**config.mk**
```make
export PLATFORM = sky130hd
export DESIGN_NAME = stp_sr_rx_framed
export DESIGN_NICKNAME = d
export VERILOG_FILES = /design/src/rtl/stp_sr_rx_framed.sv
export SDC_FILE = /design/constraint.sdc
export NUM_CORES = 1
export LEC_CHECK = 0
export CORE_MARGIN = 3
export CORE_UTILIZATION = 30
export CTS_CLUSTER_DIAMETER = 100
export CTS_CLUSTER_SIZE = 25
export DETAILED_ROUTE_END_ITERATION = 6
export HOLD_SLACK_MARGIN = 0.12
export PLACE_DENSITY = 0.61
export REMOVE_ABC_BUFFERS = 1
export SKIP_CTS_REPAIR_TIMING = 1
export SYNTH_ARGS = -nofsm -noshare
export SYNTH_HDL_FRONTEND = slang
export SYNTH_SLANG_ARGS = --single-unit
export TNS_END_PERCENT = 50
```
**constraint.sdc**
```tcl
create_clock -name clk -period 1.11 [get_ports clk]
set_input_delay 0.2775 -clock clk [delete_from_list [all_inputs] [get_ports clk]]
set_output_delay 0.2775 -clock clk [all_outputs]
set_load 0.005 [all_outputs]
```
**src/rtl/stp_sr_rx_framed.sv**
```systemverilog
// Serial-to-parallel receive deserialiser: shifts SDA on qualified SCL rising edges,
// hands completed words to a holding register (valid/ready), flags overruns.
module stp_sr_rx_framed #(
  parameter int NUM_BITS  = 8,
  parameter bit SHIFT_MSB = 1'b1
) (
  input  logic                        clk,
  input  logic                        rst,
  input  logic                        SDA_sync,
  input  logic                        rising_edge,
  input  logic                        rx_enable,
  input  logic                        frame_clear,
  input  logic                        rx_ready,
  input  logic                        clr_overrun,
  output logic [NUM_BITS-1:0]         shift_out,
  output logic [$clog2(NUM_BITS)-1:0] bit_count,
  output logic [NUM_BITS-1:0]         rx_data,
  output logic                        rx_valid,
  output logic                        byte_done,
  output logic                        overrun
);

  localparam int CW = $clog2(NUM_BITS);
  localparam logic [CW-1:0] LAST_BIT = CW'(NUM_BITS - 1);

  logic [NUM_BITS-1:0] shift_q, shift_d;
  logic [CW-1:0]       cnt_q, cnt_d;
  logic [NUM_BITS-1:0] data_q, data_d;
  logic                valid_q, valid_d;
  logic                done_pend_q, done_pend_d;
  logic                done_q, done_d;
  logic                ovr_q, ovr_d;

  logic                shift_s;
  logic                complete_s;
  logic                free_s;
  logic [NUM_BITS-1:0] shifted_s;

  assign shift_s    = rx_enable & rising_edge & ~frame_clear;
  assign complete_s = shift_s & (cnt_q == LAST_BIT);
  assign free_s     = ~valid_q | rx_ready;

  // Post-shift word in the configured bit order
  always_comb begin
    shifted_s = shift_q;
    if (SHIFT_MSB) begin
      shifted_s = {shift_q[NUM_BITS-2:0], SDA_sync};
    end else begin
      shifted_s = {SDA_sync, shift_q[NUM_BITS-1:1]};
    end
  end

  // Next-state for shifter, counter, holding register and flags
  always_comb begin
    shift_d     = shift_q;
    cnt_d       = cnt_q;
    data_d      = data_q;
    valid_d     = valid_q;
    ovr_d       = ovr_q;
    done_pend_d = complete_s;
    done_d      = done_pend_q;

    // frame_clear discards a coincident edge, so it is tested before the shift
    if (frame_clear) begin
      shift_d = {NUM_BITS{1'b0}};
      cnt_d   = {CW{1'b0}};
    end else if (shift_s) begin
      shift_d = shifted_s;
      if (cnt_q == LAST_BIT) begin
        cnt_d = {CW{1'b0}};
      end else begin
        cnt_d = cnt_q + CW'(1);
      end
    end else begin
      shift_d = shift_q;
    end

    if (complete_s && free_s) begin
      data_d  = shifted_s;
      valid_d = 1'b1;
    end else if (valid_q && rx_ready && !complete_s) begin
      valid_d = 1'b0;
    end else begin
      valid_d = valid_q;
    end

    // A dropped word beats a simultaneous clear
    if (complete_s && !free_s) begin
      ovr_d = 1'b1;
    end else if (clr_overrun) begin
      ovr_d = 1'b0;
    end else begin
      ovr_d = ovr_q;
    end
  end

  // State registers with synchronous reset
  always_ff @(posedge clk) begin
    if (rst) begin
      shift_q     <= {NUM_BITS{1'b0}};
      cnt_q       <= {CW{1'b0}};
      data_q      <= {NUM_BITS{1'b0}};
      valid_q     <= 1'b0;
      done_pend_q <= 1'b0;
      done_q      <= 1'b0;
      ovr_q       <= 1'b0;
    end else begin
      shift_q     <= shift_d;
      cnt_q       <= cnt_d;
      data_q      <= data_d;
      valid_q     <= valid_d;
      done_pend_q <= done_pend_d;
      done_q      <= done_d;
      ovr_q       <= ovr_d;
    end
  end

  assign shift_out = shift_q;
  assign bit_count = cnt_q;
  assign rx_data   = data_q;
  assign rx_valid  = valid_q;
  assign byte_done = done_q;
  assign overrun   = ovr_q;

endmodule

```
# --- Yosys cells after proc, flatten, opt, wreduce, memory -nomap -nowiden ---
# Index checks and enable logic that the tools add are counted.
totals:
  ff_bits: 23
  latch_bits: 0
  ramBits: 0
  rom_bits: 0
  input_bits: 8
  out_inout_bits: 22
  word_cells: 29
  n_memories: 0
classes:
  n_addsub: 1
  n_mul: 0
  div_mod_pow: 0
  order_cmp: 0
  n_eq_ne: 1
  n_shift: 0
  n_mux: 5
  n_bitwise: 6
  reduce_logical: 9
op_table:
  columns: ["cell", "n"]
  rows:
  - ["1-bit logical AND", 4]
  - ["1-bit 2-to-1 mux", 4]
  - ["2-bit nonzero test", 2]
  - ["3-bit by 1-bit adder with 3-bit output (second input constant)", 1]
  - ["1-bit AND", 3]
  - ["3-bit equality test (second input constant)", 1]
  - ["3-bit 2-to-1 mux", 1]
  - ["1-bit logical NOT", 2]
  - ["1-bit inverter", 2]
  - ["2-bit OR reduction", 1]
  - ["1-bit bitwise OR", 1]

# --- Logic depth before layout (Yosys ltp) ---
depth:
  ltp_word: 7
  ltp_mapped: 5
  mapped_depth_nobuf: 4

# --- Worst setup path before layout ---
# Ideal clock, no wire load.
synth_timing:
  kind: "reg-to-reg"
  start: "reg cnt_q[0], in the netlist bit_count[0]"
  end: "reg data_q[0], in the netlist rx_data[0]"
  setup_ns: 0.119
  arrival_ns: 1.087
  setup_slack_ns: -0.096
  stages_incl_launch_ff: 6
  path_buffers: 1
  path_cell_list: "dfxtp_1 -> ha_1 -> ha_1 -> and3_1 -> buf_6 -> mux2i_1"
synth_via:
  elab_chain_len: 3
synth_lines:
  columns: ["item", "line", "rtl"]
  rows:
  - ["start, declared", "27", "logic [CW-1:0] cnt_q, cnt_d;"]
  - ["start signal, assigned", "101", "cnt_q <= {CW{1'b0}};"]
  - ["start signal, assigned", "109", "cnt_q <= cnt_d;"]
  - ["3-bit equality test", "40", "assign complete_s = shift_s & (cnt_q == LAST_BIT);"]
  - ["1-bit AND", "40", null]
  - ["1-bit logical AND", "78", "if (complete_s && free_s) begin"]
  - ["end signal, assigned", "102", "data_q <= {NUM_BITS{1'b0}};"]
  - ["end signal, assigned", "110", "data_q <= data_d;"]
  - ["end, declared", "28", "logic [NUM_BITS-1:0] data_q, data_d;"]
# Every way passes these cells.
# A chain may end at the register's enable or synchronous reset.

# --- Worst setup path in the final report ---
layout_timing:
  start: "reg cnt_q[0], in the netlist bit_count[0]"
  end: "reg cnt_q[0], in the netlist bit_count[0]"
layout_via:
  elab_chain_len: 2
  elab_cells_between_ends: 3
layout_lines:
  columns: ["item", "line", "rtl"]
  rows:
  - ["3-bit by 1-bit adder with 3-bit output / 3-bit equality test (equally long branches)", "72, 69", null]
  - ["3-bit 2-to-1 mux (*)", "69", "if (cnt_q == LAST_BIT) begin"]
# Mark *: on every way between the ends. The rest lies on a longest branch, timed or not.

==> impl_results.md <==
* Final non-filler cell total at 179
* Die width at 60.99 um
* Hold path startpoint: done_d$_SDFF_PP0_
* I/O Pins at 30
* Worst slew margin at 87.28%
* Final Slew Violations at 0
* Commonest non-fill, non-tap cells in the layout: nand2_1 (21), dfxtp_2 (21), buf_4 (19)
* Largest family of logic cells by synthesized area: simple AND/OR/NAND/NOR gates
* Cell Area, Synth at 907.1 sq um
* Port buffer count at 29
* Die Ht at 60.99 um
* Total congestion overflow at 0
* Mux contribution to synthesized area at 8.828%
* Synth Area in Simple Gates at 26.76%
* Pin slew with the least headroom to its limit at 0.1892 ns
* H-tree levels at 1
* Iteration-0 DRC Markers at 21
* CTS tree: done
* Status: finished with violations
* VDD IR-drop max at 0.4828 mV
* Via Count at 837
* Worst Path Required at 1.35 ns
* Worst r2r path cells at 4
* Core area at 2829 sq um
* Tot GR Track Use at 12.20%
* RSZ-0062 raised after global routing: yes
* Post-DP HPWL at 1550 um
* Top sig layer: met4
* Post-Synth XOR/XNOR Area at 0%
* Initial antenna violation count at 0
* Post-route cell area at 1475 sq um
* Synthesis Warnings at 0
* # DRC at 0
* Vias in the first global route at 780
* Initial core utilization at 32.07%
* Final Wtd Congestion at 0.7562
* Largest area contributor in the netlist: dfxtp_1
* Reg2reg start: bit_count[0]$_SDFFE_PP0P_
* Area growth, synth to finish at 62.62%
* Complex-gate fraction of the synthesized area at 7.448%
* Maximum clock rate at 780.2 MHz
* Seq/Total Area, Yosys at 50.76%
* Wire length on met3 at 112 um
* Synth area leaders: dfxtp_1 (51%), nand2b_1 (12%), nand2_1 (9.1%)
* Root Driver: clkbuf_4
* Failing checks: setup timing
* Netlist cell types at 18
* ANT cells at 0
* Critical Path Fanout Max at 3
* Worst skew pair latency at 0.30 ns
* Synth Area per Inst at 9.163 sq um
* Final Critical Period at 1.282 ns
* Largest net degree at the start of global routing at 15
* Data arrival, critical path at 1.52 ns
* Layout Nets at 159
* Hold path cells at 1
* Met2 wire length at 1065 um
* Total CTS buffers at 3
* DR WL/cell at 12.49 um
* R2r setup slk at -0.17 ns
* Worst Setup Path Type: register to register
* DRT antenna net count at 0
* Post-Synth Adder-Cell Area at 2.759%
* Max_cap viols at 0
* Post-synth top area share at 50.76%
* Final wirelength at 2236 um
* R2r endpoint: bit_count[0]$_SDFFE_PP0P_
* Worst hold path type: register to register
* FF+latch count, synth at 23
* Final Setup Violations at 14
* Hold Crit Endpoint: byte_done$_SDFF_PP0_
* Via density at 4.676
* Reg clk slew, reported paths at 0.12 ns
* Clock Path Buffers at 2
* Die ar. at 3720 sq um
* Pre-Repair DR Iteration Count at 4
* DP Area at 1345 sq um
* Leak pwr at 0.7696 nW
* Fin crit share at 115.5%
* Final Skew at 0.002573 ns
* PD cells at 881.3 nW/um^2
* Setup slack after layout at -0.1717 ns
* # rows at 19
* Worst setup SP type: register
* Placed Instances at 170
* Routed metal-1 wire length at 1022 um
* CP Capture Type: register
* Clk sinks at 23
* Post-Syn Instances at 99
* Hold Vio Cnt, Final at 0
* Global-route wire length before repair at 3298 um
* Layout cells sized above 1 at 46.62%
==> logic make-up (layout without fill, tap and decap cells) <==
logic type / count (synthesis) / after routing
simple gates: 47 / 47
flops: 23 / 23
fa+ha+maj: 2 / 2
compound gates: 13 / 13
mux: 8 / 8
buf+inv: 6 / 55
==> critical path, stage by stage, from the launching register on <==
cell     delay, ns
dfxtp_2       0.35
ha_1          0.19
ha_2          0.18
or3_1         0.37
a21oi_2       0.13
==> stage by stage <==
stage	hold WS, ns	util [%]	setup WS, ns	total power, mW	setup TNS [ns]
5_1_grt	0.4686	52.15	-0.2461	1.371	-2.609
2_1_floorplan	0.3466	-	-0.2515	0.8727	-2.107
3_3_place_gp	0.4269	47.55	-0.3969	0.9312	-7.942
4_1_cts	0.4582	48.47	-0.5089	1.319	-10.02
3_5_place_dp	0.4358	47.55	-0.4497	0.9328	-8.562
6_report	0.4547	52.15	-0.1717	1.300	-1.438
==> routing by layer <==
layer  up-vias  global-route usage, %
met3         4                  1.277
met5         -                      0
met1       387                  14.80
li1        423                      -
met2        23                  20.31
met4         0                  8.050
==> worst max-delay path by stage <==
stage | startpoint | to | slack (ns) | cells past startpoint
5_1_grt | bit_count[0]$_SDFFE_PP0P_ | rx_data[7]$_SDFFE_PP0P_ | -0.25 | 5
3_3_place_gp | rising_edge | rx_data[7]$_SDFFE_PP0P_ | -0.40 | 5
4_1_cts | bit_count[0]$_SDFFE_PP0P_ | bit_count[0] | -0.51 | 2
6_report | bit_count[0]$_SDFFE_PP0P_ | bit_count[0]$_SDFFE_PP0P_ | -0.17 | 4
2_1_floorplan | frame_clear | rx_data[0]$_SDFFE_PP0P_ | -0.25 | 3
3_5_place_dp | rising_edge | rx_data[2]$_SDFFE_PP0P_ | -0.45 | 5
==> synthesized netlist by cell type <==
library cell  instances
dfxtp_1              23
buf_2                 1
nor2b_1               1
ha_1                  2
mux2i_1               8
or3_1                 1
and3_1                1
o31ai_1               1
clkbuf_1              4
nand2_1              22
or2_2                 1
or3b_2                1
nor2_1                1
buf_6                 1
nand3b_1              1
and3b_1               1
a21oi_1              12
nand2b_1             17
==> registers in the layout, summed over array words and instances, names as in the netlist <==
register	count
bit_count	3
rx_data	8
byte_done	1
rx_valid	1
overrun	1
shift_out	8
done_d	1
==> report_power, final <==
| group | total, mW | switching [mW] | leakage (nW) | internal (mW) |
|---|---|---|---|---|
| registers | 0.827 | 0.000936 | 0.196 | 0.826 |
| logic | 0.0960 | 0.0417 | 0.559 | 0.0543 |
| clock network | 0.377 | 0.237 | 0.0150 | 0.140 |
| total | 1.30 | 0.280 | 0.770 | 1.02 |
==> final cells by class <==
| type | count | area, sq um |
|---|---|---|
| fillers | 283 | 1354 |
| repair buffers | 51 | 467.9 |
| multi-input cells | 70 | 455.4 |
| clock buffers | 4 | 26.28 |
| well taps | 31 | 38.79 |
| flip-flops and latches | 23 | 486.7 |
No activity file was read; power rests on OpenSTA's default activity.
